$ cat src/rtl/fir_interp_4x_mac.sv
`default_nettype none
// ============================================================================
//  Module   : fir_interp_4x_mac
//  Purpose  : Polyphase 4x interpolating FIR; one multiplier, 64-tap ROM fed
//             by address/valid, four rounded and saturated outputs per input.
//  Revision : 1.0  initial release
// ============================================================================
module fir_interp_4x_mac #(
    parameter int OUT_SHIFT = 13,
    parameter int ACC_W     = 40
) (
    input  logic        clk,
    input  logic        reset,
    input  logic [15:0] din,
    input  logic        din_valid,
    output logic        din_ready,
    output logic [5:0]  coef_address,
    output logic        coef_valid,
    input  logic [15:0] coef_data,
    input  logic        coef_data_valid,
    output logic [15:0] dout,
    output logic        dout_valid,
    input  logic        dout_ready
);

    typedef enum logic [1:0] {
        ST_IDLE  = 2'd0,
        ST_ISSUE = 2'd1,
        ST_DRAIN = 2'd2,
        ST_OUT   = 2'd3
    } state_t;

    localparam logic signed [ACC_W-1:0] c_ROUND = ACC_W'(1) <<< (OUT_SHIFT - 1);
    localparam logic signed [ACC_W-1:0] c_MAX   = ACC_W'(32767);
    localparam logic signed [ACC_W-1:0] c_MIN   = ACC_W'(-32768);

    state_t                   r_state;
    logic signed [15:0]       r_hist [16];
    logic [3:0]               r_k;
    logic [3:0]               r_k_d;
    logic [1:0]               r_p;
    logic                     r_drain;
    logic signed [31:0]       r_prod;
    logic                     r_prod_valid;
    logic signed [ACC_W-1:0]  r_acc;

    logic signed [ACC_W-1:0]  w_prod_ext;
    logic signed [ACC_W-1:0]  w_acc_next;
    logic signed [ACC_W-1:0]  w_rounded;
    logic signed [ACC_W-1:0]  w_shifted;
    logic [15:0]              w_sat;

    // The final accumulate and the output rounding share one edge so the
    // result is registered exactly two cycles after the last address.
    assign w_prod_ext = {{(ACC_W-32){r_prod[31]}}, r_prod};
    assign w_acc_next = r_prod_valid ? (r_acc + w_prod_ext) : r_acc;
    assign w_rounded  = w_acc_next + c_ROUND;
    assign w_shifted  = w_rounded >>> OUT_SHIFT;
    assign w_sat      = (w_shifted > c_MAX) ? 16'h7FFF :
                        (w_shifted < c_MIN) ? 16'h8000 : w_shifted[15:0];

    always_ff @(posedge clk) begin
        if (reset) begin
            r_state      <= ST_IDLE;
            for (int i = 0; i < 16; i++) r_hist[i] <= '0;
            r_k          <= '0;
            r_k_d        <= '0;
            r_p          <= '0;
            r_drain      <= 1'b0;
            r_prod       <= '0;
            r_prod_valid <= 1'b0;
            r_acc        <= '0;
            din_ready    <= 1'b0;
            coef_address <= '0;
            coef_valid   <= 1'b0;
            dout         <= '0;
            dout_valid   <= 1'b0;
        end else begin
            r_prod_valid <= coef_data_valid;
            if (coef_data_valid)
                r_prod <= $signed(coef_data) * r_hist[r_k_d];
            r_k_d <= r_k;
            r_acc <= w_acc_next;

            case (r_state)
                ST_IDLE: begin
                    din_ready <= 1'b1;
                    if (din_ready && din_valid) begin
                        for (int i = 15; i > 0; i--) r_hist[i] <= r_hist[i-1];
                        r_hist[0]    <= $signed(din);
                        r_p          <= 2'd0;
                        r_k          <= 4'd0;
                        r_acc        <= '0;
                        coef_address <= 6'd0;
                        coef_valid   <= 1'b1;
                        din_ready    <= 1'b0;
                        r_state      <= ST_ISSUE;
                    end
                end
                ST_ISSUE: begin
                    if (r_k == 4'd15) begin
                        coef_valid <= 1'b0;
                        r_drain    <= 1'b0;
                        r_state    <= ST_DRAIN;
                    end else begin
                        r_k          <= r_k + 4'd1;
                        coef_address <= {r_k + 4'd1, r_p};
                    end
                end
                ST_DRAIN: begin
                    r_drain <= 1'b1;
                    if (r_drain) begin
                        dout       <= w_sat;
                        dout_valid <= 1'b1;
                        r_state    <= ST_OUT;
                    end
                end
                ST_OUT: begin
                    if (dout_ready) begin
                        dout_valid <= 1'b0;
                        if (r_p == 2'd3) begin
                            din_ready <= 1'b1;
                            r_state   <= ST_IDLE;
                        end else begin
                            r_p          <= r_p + 2'd1;
                            r_k          <= 4'd0;
                            r_acc        <= '0;
                            coef_address <= {4'd0, r_p + 2'd1};
                            coef_valid   <= 1'b1;
                            r_state      <= ST_ISSUE;
                        end
                    end
                end
                default: r_state <= ST_IDLE;
            endcase
        end
    end

endmodule
`default_nettype wire
$ cat config.mk
export PLATFORM = sky130hd
export DESIGN_NAME = fir_interp_4x_mac
export DESIGN_NICKNAME = d
export VERILOG_FILES = /design/src/rtl/fir_interp_4x_mac.sv
export SDC_FILE = /design/constraint.sdc
export NUM_CORES = 1
export LEC_CHECK = 0
export CORE_MARGIN = 5
export CORE_UTILIZATION = 30
export CTS_CLUSTER_SIZE = 25
export DETAILED_ROUTE_END_ITERATION = 8
export GPL_TIMING_DRIVEN = 0
export PLACE_DENSITY = 0.51
export SLEW_MARGIN = 40
export SYNTH_ARGS = -nofsm -noshare
export SYNTH_HDL_FRONTEND = slang
export SYNTH_SLANG_ARGS = --single-unit
$ cat constraint.sdc
create_clock -name clk -period 10.15 [get_ports clk]
set_input_delay 2.03 -clock clk [delete_from_list [all_inputs] [get_ports clk]]
set_output_delay 2.03 -clock clk [all_outputs]
set_load 0.05 [all_outputs]
After elaboration in Yosys (flattened, before gate mapping):

Memories as Yosys holds them, arrays and structs flattened. A register that Yosys moved wholly into a read port is not among the register bits.
Cells that the tools add are included.

* bits in registers: 107
* RAM bits: 256
* output and inout port bits: 25
* word-level logic and storage cells: 125
* memories kept: 1

Memory list
* r_hist: depth 16, bits a word 16, read ports 16, clocked after memory_dff 1, wr ports 16, line 38 `logic signed [15:0] r_hist [16];`

* add/sub/neg operators: 4
* multipliers: 1
* $lt $le $gt $ge: 2
* equal/unequal tests: 12
* muxes and demuxes: 63
* bitwise gates (word level): 16
* reductions and logical operators: 14

Operators by type and width (count)
* 16-bit two-way mux: 18
* 40-bit two-way mux: 4
* 40-bit case mux with 2 select lines: 1
* 40-bit by 14-bit adder with 40-bit output, second input constant: 1
* 40-bit by 32-bit adder with 40-bit output: 1
* 16-bit by 16-bit multiplier with 32-bit output: 1
* 27-bit by 16-bit greater-than comparator with 1-bit output, second input constant: 1
* 27-bit by 16-bit less-than comparator with 1-bit output, second input constant: 1
* 6-bit two-way mux: 4
* 4-bit two-way mux: 5
* 6-bit case mux with 3 select lines: 1
* 1-bit two-way mux: 16
* 1-bit bitwise OR: 16
* 2-bit two-way mux: 7
* 2-bit inequality test, second input constant: 7
* 4-bit case mux with 3 select lines: 1
* 5-bit AND reduction: 2
* 2-bit case mux with 4 select lines: 1
* 4-bit AND reduction: 2
* 2-bit equality test, second input constant: 3
* 1-bit case mux with 2 select lines: 3
* 3-bit AND reduction: 2
* 2-bit nonzero test: 3
* 4-bit by 1-bit adder with 4-bit output, second input constant: 1
* 9 further kinds: 10

Logic depth before layout (Yosys ltp):

* depth in word-level cells: 6
* depth in mapped cells: 32

Least setup slack after synthesis:

OpenSTA, ideal clock, no wires.

* path kind: reg-to-reg
* start point: register with a tool-made name
* end point: register r_prod[30]
* setup time: 0.132 ns
* arrival: 8.359 ns
* path slack: 1.659 ns
* cell stages (with the launch flop): 31
* path buffers: 5
* clock period less this slack: 8.491 ns
* cell sequence: dfxtp_1 -> clkbuf_1 -> clkbuf_1 -> buf_1 -> mux4_2 -> mux2_2 -> o21ai_1 -> clkbuf_1 -> nor2_1 -> fa_1 -> fa_1 -> fa_1 -> fa_1 -> fa_1 -> inv_1 -> fa_1 -> inv_1 -> ha_1 -> clkbuf_1 -> a21o_1 -> a21oi_1 -> nor2b_1 -> o21ai_0 -> nand2b_1 -> a21oi_1 -> o21ai_0 -> nand3_1 -> nand4_1 -> a221oi_1 -> mux2i_1 -> o21ai_0

RTL lines
* to (signal assigned): line 81 `r_prod <= $signed(coef_data) * r_hist[r_k_d];`
* to (decl): line 43 `logic signed [31:0] r_prod;`

==> summary.md <==
| Metric | Value |
|---|---|
| Num CTS Buffers | `44` |
| PostCTS Resize Cnt | `0` |
| Setup Buffers After CTS | `0` |
| TritonCTS clock tree | `done` |
| Register bit total from synthesis | `365` |
| M1 GR Usage | `between 20% and 30%` |
| Area Overhead vs Synth | `13.2%` |
| CP Data Required Time | `10.55 ns` |
| Drt first pass iters | `5` |
| Post-synthesis cell count | `between 2000 and 3000` |
| Post-synth ARST share | `0%` |
| Vias in the first global route | `20100` |
| CTS max path bufs | `3` |
| Drt drc | `0` |
| RSZ-0062 raised after global routing | `no` |
| Final Skew | `~0.060 ns` |
| Worst skew pair latency | `0.60 ns` |
| Final setup viols | `0` |
| Die ar. | `102000 um2` |
| Vias | `19400` |
| Synth area leader | `edfxtp_1` |
| CP most frequent cell | `fa_1` |
| Global-route met2 utilization | `24.2%` |
| Grt peak-use layer | `met2` |
| Layout cells sized above 1 | `just under 8%` |
| Hold slack | `0.449 ns` |
| Overflow after GRT | `0` |
| Num rows | `113` |
| Initial antenna violation count | `4` |
| Clock-pin slew on the worst setup and hold paths | `0.06 ns` |
| Vert. Die Dim | `319 um` |
| Fin. Hold Viols | `0` |
| Critical path's slowest cell | `clkbuf_1` |
| Routed vias/inst | `4.77` |
| WL/cell | `18.1 um` |
| IO Port Bufs | `60` |
| Tmin final | `9.51 ns` |
| Sequential area share after synthesis | `34.5%` |
| Area share of the largest cell type after synthesis | `26.9%` |
| Clock Root Buffer | `clkbuf_16` |
| Ys flop type | `edfxtp_1` |
| Status | `completed` |
| Core area | `94700 um2` |
| CP max stage delay | `just under 0.6 ns` |
| Non-Filler Instances | `4061` |
| Synth top area cells | `edfxtp_1 27%, fa_1 18%, and2_1 8.8%` |
| GR Util All Layers | `14.5%` |
| Synth cell types | `89` |
| Maximum clock rate | `~0.11 GHz` |
| CP Launch Type | `register` |
| Width of the chip | `319 um` |
| Period utilization | `93.7%` |
| Initial drt markers | `about 1300` |
| Buf/Inv on CP | `7` |
| Most frequent cells in the layout | `404 x and2_1, 342 x inv_1, 263 x fa_1, 256 x edfxtp_1, 166 x nand2_1` |
| Wirelength, routed | `between 70000 and 80000 um` |
| Worst-Margin Slew | `0.837 ns` |
| Routability cong. | `0.808` |
| Worst EP arrival | `9.91 ns` |
| Final nets | `3186` |
| First-pass GRT wire length | `117000 um` |
| Post-synth EDFFs | `256` |
| Critical path class | `register to register` |
| Crit end category | `register` |
| Worst hold path type | `register to register` |
| Syn Nets | `just over 3000` |
| Clock Sinks | `365` |
| Mapped Area | `28600 um2` |
| Commonest non-fill, non-tap cell in the layout | `and2_1` |
| CP delay by family, top | `adder cells` |
| Slew Viols, Final | `0` |
| Post-DP HPWL | `57400 um` |
| CTS Hold Bufs | `0` |
| Ys Warns | `0` |
| Largest net degree at the start of global routing | `43` |
| Initial core utilization | `30.2%` |
| Synth Area per Inst | `about 11 um2` |
| GRT met3 Usage | `2.02%` |
| Max-capacitance violation count | `0` |
| Critical Path Fanout Max | `10` |
| Placed cell count | `3977` |
| Top Ports | `62` |
| Routed Antenna Nets | `0` |
| Max-slew headroom | `44.2%` |
| Htree depth | `2` |
==> logic make-up after synthesis <==
group                    count (synthesis)  share of synthesized area, %
AND/OR/NAND/NOR                        915                          17.3
AO/OA/AOI/OAI                          299                          7.47
buffers and inverters                  473                          6.41
adder cells (fa/ha/maj)                391                          24.0
flip-flops                             365                          34.5
multiplexers                           127                          7.93
XOR/XNOR                                74                          2.29
==> final timing paths <==
kind / slack, ns / startpoint / to / depth (start not counted)
worst max-delay path: 0.64 / register / r_prod[30] / 30
worst min-delay path: 0.45 / coef_address[5] / coef_address[5] / 2
worst max register to register: 0.64 / register / r_prod[30] / 30
worst min register to register: 0.45 / coef_address[5] / coef_address[5] / 2
==> registers in the layout (all words and copies together) (netlist names), named ones only <==
signal	cells
r_hist	256
r_p	2
r_k	2
din_ready	1
r_prod	32
coef_valid	1
coef_address	6
r_drain	1
dout_valid	1
r_prod_valid	1
r_acc	40
dout	16
r_state	2
==> Yosys cell counts (37+ instances only) <==
| library cell | n |
|---|---|
| xnor2_1 | 46 |
| and2_1 | 404 |
| mux4_2 | 79 |
| nor2_1 | 152 |
| o21ai_0 | 37 |
| clkbuf_1 | 99 |
| mux2i_1 | 44 |
| dfxtp_1 | 109 |
| inv_1 | 342 |
| edfxtp_1 | 256 |
| fa_1 | 263 |
| a21oi_1 | 80 |
| nand2_1 | 167 |
| ha_1 | 128 |
==> layout make-up <==
cell class                 count  area [um2]
antenna                        4        10.0
buffer                       131         563
clock buffer                  55        1150
clock inverter                25         262
fill                        9672       62400
inverter                     342        1280
multi-input combinational   1806       16900
sequential                   365        9870
tap                         1265        1580
timing repair buffer          68         748
==> worst reg2reg max path, delay by kind of cell, from the launching register on <==
| kind | cells | cell delay (ns) |
|---|---|---|
| AOI/OAI and AO/OA | 7 | 1.59 |
| adders and majority gates | 7 | 3.32 |
| buffers and inverters | 7 | 2.41 |
| DFF | 1 | 0.37 |
| muxes | 3 | 0.91 |
| and+or+nand+nor | 6 | 0.76 |
==> per-stage QoR <==
step	TNS [ns]	area (um2)	setup slack (ns)	utilization, %
2_1_floorplan	0	28600	1.66	-
3_3_place_gp	-414.27	30800	-1.63	32.5
3_5_place_dp	0	30900	0.367	32.7
4_1_cts	0	32300	0.339	34.1
5_1_grt	0	32300	0.0986	34.1
6_report	0	32400	0.641	34.2
==> per-layer routing <==
layer	routed length, um	up-vias	part of all wire [%]
li1	-	9145	-
met1	34700	9881	47
met2	34800	287	47
met3	2640	65	3.6
met4	1170	2	1.6
met5	12	-	0.016
Power is not shown: default switching activity piles up to over one toggle a cycle in this logic, so the estimate is an artifact.
